==> src/rtl/alu_issue_ctrl.sv <==
// alu_issue_ctrl: sequencing front end for the 4-bit combinational ALU.
// Accepts 12-bit instructions over valid/ready and holds a small register file.
// LDI completes in one cycle. An ALU op issues registered operands to the ALU,
// then writes the ALU result back on the following edge.
module alu_issue_ctrl #(
  parameter int NREG  = 4,
  parameter int CNT_W = 8
) (
  input  logic             clk,
  input  logic             rst_n,
  input  logic             in_valid,
  input  logic [11:0]      in_instr,
  output logic             in_ready,
  output logic [3:0]       alu_rs,
  output logic [3:0]       alu_rt,
  output logic [2:0]       alu_sel,
  input  logic [3:0]       alu_rd,
  output logic             out_valid,
  output logic [1:0]       out_addr,
  output logic [3:0]       out_data,
  output logic [CNT_W-1:0] instr_cnt,
  input  logic [1:0]       dbg_addr,
  output logic [3:0]       dbg_data
);

  typedef enum logic {IDLE, EXEC} state_t;

  // Field view of the instruction word. For LDI, imm is {src_t, pad}.
  typedef struct packed {
    logic       ldi;
    logic [2:0] sel;
    logic [1:0] dst;
    logic [1:0] src_s;
    logic [1:0] src_t;
    logic [1:0] pad;
  } instr_t;

  state_t                 state, state_nxt;
  instr_t                 ins;
  logic [NREG-1:0][3:0]   rf;
  logic [1:0]             dst_q;
  logic                   accept;
  logic [3:0]             imm;

  assign ins    = instr_t'(in_instr);
  assign imm    = in_instr[3:0];
  assign accept = in_valid && in_ready;

  // Ready only while idle and out of reset.
  assign in_ready = (state == IDLE) && rst_n;

  // Register reads are combinational, so a pending write is not yet visible.
  assign dbg_data = rf[dbg_addr];

  // Next-state: an accepted ALU op moves to EXEC; EXEC always returns to IDLE.
  always_comb begin
    state_nxt = state;
    case (state)
      IDLE: if (accept && !ins.ldi) state_nxt = EXEC;
      EXEC: state_nxt = IDLE;
      default: state_nxt = IDLE;
    endcase
  end

  // State, register file, ALU operand latches and completion reporting.
  always_ff @(posedge clk) begin
    if (!rst_n) begin
      state     <= IDLE;
      rf        <= '0;
      dst_q     <= '0;
      alu_rs    <= '0;
      alu_rt    <= '0;
      alu_sel   <= '0;
      out_valid <= 1'b0;
      out_addr  <= '0;
      out_data  <= '0;
      instr_cnt <= '0;
    end else begin
      state     <= state_nxt;
      out_valid <= 1'b0;
      case (state)
        IDLE: begin
          if (accept) begin
            if (ins.ldi) begin
              rf[ins.dst] <= imm;
              out_valid   <= 1'b1;
              out_addr    <= ins.dst;
              out_data    <= imm;
              instr_cnt   <= instr_cnt + 1'b1;
            end else begin
              // Operands are captured now, so dst may alias either source.
              alu_rs  <= rf[ins.src_s];
              alu_rt  <= rf[ins.src_t];
              alu_sel <= ins.sel;
              dst_q   <= ins.dst;
            end
          end
        end
        EXEC: begin
          rf[dst_q] <= alu_rd;
          out_valid <= 1'b1;
          out_addr  <= dst_q;
          out_data  <= alu_rd;
          instr_cnt <= instr_cnt + 1'b1;
        end
        default: ;
      endcase
    end
  end

endmodule

==> config.mk <==
export PLATFORM = sky130hd
export DESIGN_NAME = alu_issue_ctrl
export DESIGN_NICKNAME = d
export VERILOG_FILES = /design/src/rtl/alu_issue_ctrl.sv
export SDC_FILE = /design/constraint.sdc
export NUM_CORES = 1
export LEC_CHECK = 0
export ABC_AREA = 1
export BUFFER_PORTS_ARGS = -buffer_cell sky130_fd_sc_hd__clkbuf_2
export CORE_ASPECT_RATIO = 1.4
export CORE_MARGIN = 2
export CORE_UTILIZATION = 40
export DETAILED_ROUTE_END_ITERATION = 7
export SLEW_MARGIN = 40
export SYNTH_ARGS = -nofsm -noshare
export SYNTH_HDL_FRONTEND = slang
export SYNTH_SLANG_ARGS = --single-unit
==> constraint.sdc <==
create_clock -name clk -period 1.8 [get_ports clk]
set_clock_uncertainty 0.2 [all_clocks]
set_input_delay 0.45 -clock clk [delete_from_list [all_inputs] [get_ports clk]]
set_output_delay 0.45 -clock clk [all_outputs]
set_load 0.05 [all_outputs]
-- Word level (Yosys, flattened, before mapping)
Cells that the tools add are included.
- add/subtract/negate cells: 1
- order comparisons: 7
- equal/unequal tests: 2
- multiplexer cells: 29
- bitwise gates (word level): 2
- reduce and logical (&&, ||, !) cells: 8
- operators by type and width (operator ; number):
    bitwise mux 16 bit ; 2
    2-to-1 mux 16 bit ; 2
    one-hot mux 16 bit (2 select lines) ; 1
    2-to-1 mux 4 bit ; 7
    binary-select mux 4 bit (select 2 bit) ; 3
    demux 4 bit (select 2 bit) ; 2
    2-to-1 mux 8 bit ; 2
    one-hot mux 8 bit (2 select lines) ; 1
    less-than comparator 2 x 3 -> 1 bit, second input constant ; 5
    adder 8 x 1 -> 8 bit, second input constant ; 1
    one-hot mux 4 bit (2 select lines) ; 1
    logical AND 1 bit ; 5
    >= comparator 2 x 1 -> 1 bit, second input constant ; 2
    2-to-1 mux 2 bit ; 2
    inequality test 2 bit, second input constant ; 2
    one-hot mux 1 bit (2 select lines) ; 2
    one-hot mux 2 bit (2 select lines) ; 1
    2-to-1 mux 1 bit ; 3
    AND reduction 3 bit ; 1
    NOT 1 bit ; 2
    AND reduction 2 bit ; 1
    logical NOT 1 bit ; 1
- bits in registers: 45
- input bits: 21
- output and inout bits: 31
- logic and storage cells: 62

-- Logic depth before layout (Yosys ltp)
- depth after elaboration: 8
- gate-level depth with buffers: 8
- mapped depth without buffers: 8

-- Least setup slack after synthesis
No wires, ideal clock.
- path kind: input port to output port
- from: in dbg_addr[0]
- to: out dbg_data[1]
- arrival time: 1.634 ns
- data required time: 1.150 ns
- path slack: -0.484 ns
- stages on the path: 5
- path buffers: 1
- cell sequence: inv_1 > clkbuf_1 > o21ai_0 > a21oi_1 > a21oi_1
- longest elaborated chain between the ends: 2
- RTL lines (what ; line ; source):
    start, declared ; 22 ; input logic [1:0] dbg_addr,
    binary-select mux 4 bit (select 2 bit) ; 53 ; assign dbg_data = rf[dbg_addr];
    2-to-1 mux 4 bit (not written as such) ; 53 ;
    end, declared ; 23 ; output logic [3:0] dbg_data
Every way passes these cells. The select of a mux whose other input is x is not followed.

-- Worst setup path in the final report
- from: in dbg_addr[0]
- to: out dbg_data[2]
Same word-level chain as after synthesis.

==> results.toml <==
[yosys]
yosysTopAreaCell = "dfxtp_1"
synth_ff_type = "dfxtp_1"
syn-cell-area_um2 = 2460
synth.top_cell.area_share_pct = 36.6
synth_compound_area_share_pct = 19.4
ys_top_cells_by_count = "96 x nand2_1, 78 x nor2_1, 45 x dfxtp_1"
yosysWarnings = 0
synth_top_family_by_area = "simple AND/OR/NAND/NOR gates"
ys_seq_area_share_pct = 36.6
synth_xor_area_share_pct = 0.356
synthAdderAreaFrac_pct = 0.508
ys_ff_latch = 45
synthDistinctLibCells = 27
synth.most_common_cell = "nand2_1"
synth.area.mux_share_pct = 0
syn_nets = 407
syn_avg_cell_area_um2 = 6.39
synth-edff-count = 0
synth_cells = 385
synth_area_leaders = "dfxtp_1 37%, nand2_1 15%, nor2_1 12%"
synthSimpleGateAreaFrac_pct = 33.7
async_reset_ff_share_pct = 0

[critical_path]
cp_slowest_cell = "a21oi_2"
critical_path_class = "in -> out"
timing.rr.start = "state"
critPathRequiredTime_ns = 1.15
max_stage_delay_ns = 0.20
end_kind = "primary output"
cp_max_fo = 4
critPathLaunchType = "input port"
crit_chain = "clkbuf_8 > buf_4 > a21oi_2 > a21oi_4 > buf_8"
r2r-end = "alu_rt[2]"
critPathArrivalTime_ns = 1.17
ff2ff_setup_slack_ns = 0.20
worstRegToRegCells = 6

[placement]
placed_cells = 507
dp_hpwl_mm = 5.21
numPortBuffers = 51
routabilityCongestion = 0.986
placed_area_um2 = 2900

[sta]
finalCritPeriodShare_pct = 101
worst_pin_slew_ns = 0.341
setup_viol = 1
drv_slew = 0
rsz0062_at_grt = "yes"
fmax_ghz = 0.549
slew_headroom_pct = 77.2
period_minus_slack_ns = 1.82
setup_slack_ns = -0.0212
hold_viol = 0

[hold_path]
hold_class = "in -> reg"
hold-path-endpoint = "alu_sel[1]"
hp-start = "in_instr[9]"
holdPathStages = 3

[route]
drc = 0
firstDrtPassIters = 4
initialDrtViolationCount = 156
vias_per_cell = 5.11
route.vias.total = 2624
postRouteAntennaNets = 0
routed_wl_mm = 6.90
wl_per_cell_um = 13.4

[global_routing]
grt_max_degree = 29
grtUsageTotal_pct = 20.6
grt_pass1_vias = 2456
overflow = 0
antenna_found_initial = 0
grt_pass1_wl_mm = 11.6

[layout]
nNetsFinal = 466
fin_area_um2 = 3140
area_growth_pct = 27.6
drive_above_1_share_pct = 27.5
regArea_um2 = 912
multiInputGateArea_um2 = 1450
final_cells = 514
diodes = 0
fill_cells = 590

[floorplanning]
rows = 33
start_util_pct = 41.7
coreArea_um2 = 5900
die_height_um = 96.8
dieArea_um2 = 6810
num_io_pins = 52
fp.dieW_um = 70.3

[power_and_ir_drop]
power_density_nw_per_um2 = 742
ir_worst_vdd_v = 0.000585
power_w = 0.00233
leakagePower_nw = 1.50

[clocking]
cts_buffers = 5
cts_buffer_depth = 2
clk_latency_ns = 0.29
post-cts-setup-buffers = 0
clockRootBuffer = "clkbuf_8"
cts_tree = "built"
path_clk_slew_ns = 0.08
htree_levels = 2
hold_buffers = 0
cts_sinks = 45

[status]
violations = "setup timing"
status = "finished with violations"

[flow_run]
max_cap_viol_count = 0
[flip-flops by register name (all words and copies together) (netlist names)]
name and cells:
instr_cnt 8, alu_rs 4, rf 16, out_addr 2
out_data 4, out_valid 1, alu_rt 4, alu_sel 3
dst_q 2, state 1
[power breakdown]
group          total (W)  internal, W  switching (W)
Clock           0.000744     0.000404       0.000340
Sequential       0.00107      0.00104      0.0000333
Combinational   0.000516     0.000166       0.000350
Total            0.00233      0.00161       0.000723
[kinds of logic (layout without fill, tap and decap cells)]
kind of cell | after synthesis | in the layout
adders and majority gates | 1 | 1
and+or+nand+nor | 202 | 202
AOI/OAI and AO/OA | 87 | 87
xor gates and xnor gates | 1 | 1
buffers and inverters | 49 | 108
DFF | 45 | 45
[layout make-up]
class	instances	share of cell area, %
Sequential cell	45	29.1
Timing Repair Buffer	71	14.9
Multi-Input combinational cell	291	46.1
Tap cell	70	2.79
Clock inverter	2	1.12
Clock buffer	5	2.19
Inverter	30	3.83
[how the worst max path moves through the flow]
stage / start / endpoint / slack (ns) / cells past startpoint
floorplan: dbg_addr[0] / dbg_data[1] / -0.03 / 5
global placement: dbg_addr[0] / dbg_data[0] / -0.20 / 6
detailed placement: dbg_addr[0] / dbg_data[2] / -0.26 / 6
CTS: rf[6] / dbg_data[2] / -0.03 / 5
global route: rf[5] / dbg_data[1] / -0.04 / 5
finish: dbg_addr[0] / dbg_data[2] / -0.02 / 5
[repair_timing]
action / 4_1_cts / 5_1_grt
setup endpoints to repair: 15 / 6
pin swaps: 4 / 2
gates resized for setup: 38 / 13
[placed cells by master, fill, tap and decap left out, types with 2 or more instances in the layout]
cell	synthesis	layout
inv_2	1	5
nand2_2	3	3
a21oi_2	1	7
nand3_1	15	15
buf_4	1	20
a21oi_4	0	6
nor2_1	78	77
nor2_4	1	3
clkbuf_8	0	6
buf_8	1	4
inv_1	29	23
dfxtp_1	45	36
o22ai_1	12	12
clkbuf_2	0	44
nand4_1	2	2
o21ai_2	1	5
nand2_1	96	96
nand2_4	3	3
o21ai_0	30	26
a21oi_1	35	23
o211ai_1	8	8
dfxtp_2	0	9
[worst max-delay path, delay by kind of cell]
| family | cells | cell delay (ns) |
|---|---|---|
| buffers and inverters | 3 | 0.43 |
| AOI/OAI and AO/OA | 2 | 0.28 |
[routing by layer]
metal	share of wire, %	wire, um	global-route usage (%)	vias up
met5	0	0	0	-
met4	2.1	147	7.54	0
met3	3.1	212	3.23	10
met2	50	3440	34.7	55
met1	45	3090	26.4	1194
li1	-	-	-	1365
[through the flow]
| step | setup TNS (ns) | utilization (%) | worst slack (ns) | hold slack [ns] |
|---|---|---|---|---|
| 3_3_place_gp | -2.41 | 49.2 | -0.200 | 0.261 |
| 6_report | -0.0212 | 53.2 | -0.0212 | 0.182 |
| 3_5_place_dp | -2.75 | 49.2 | -0.263 | 0.265 |
| 5_1_grt | -0.140 | 53.2 | -0.0393 | 0.180 |
| 2_1_floorplan | -0.0570 | - | -0.0285 | 0.274 |
| 4_1_cts | -0.0478 | 53.0 | -0.0260 | 0.172 |
Note: power is estimated with default switching activity, not from simulation.
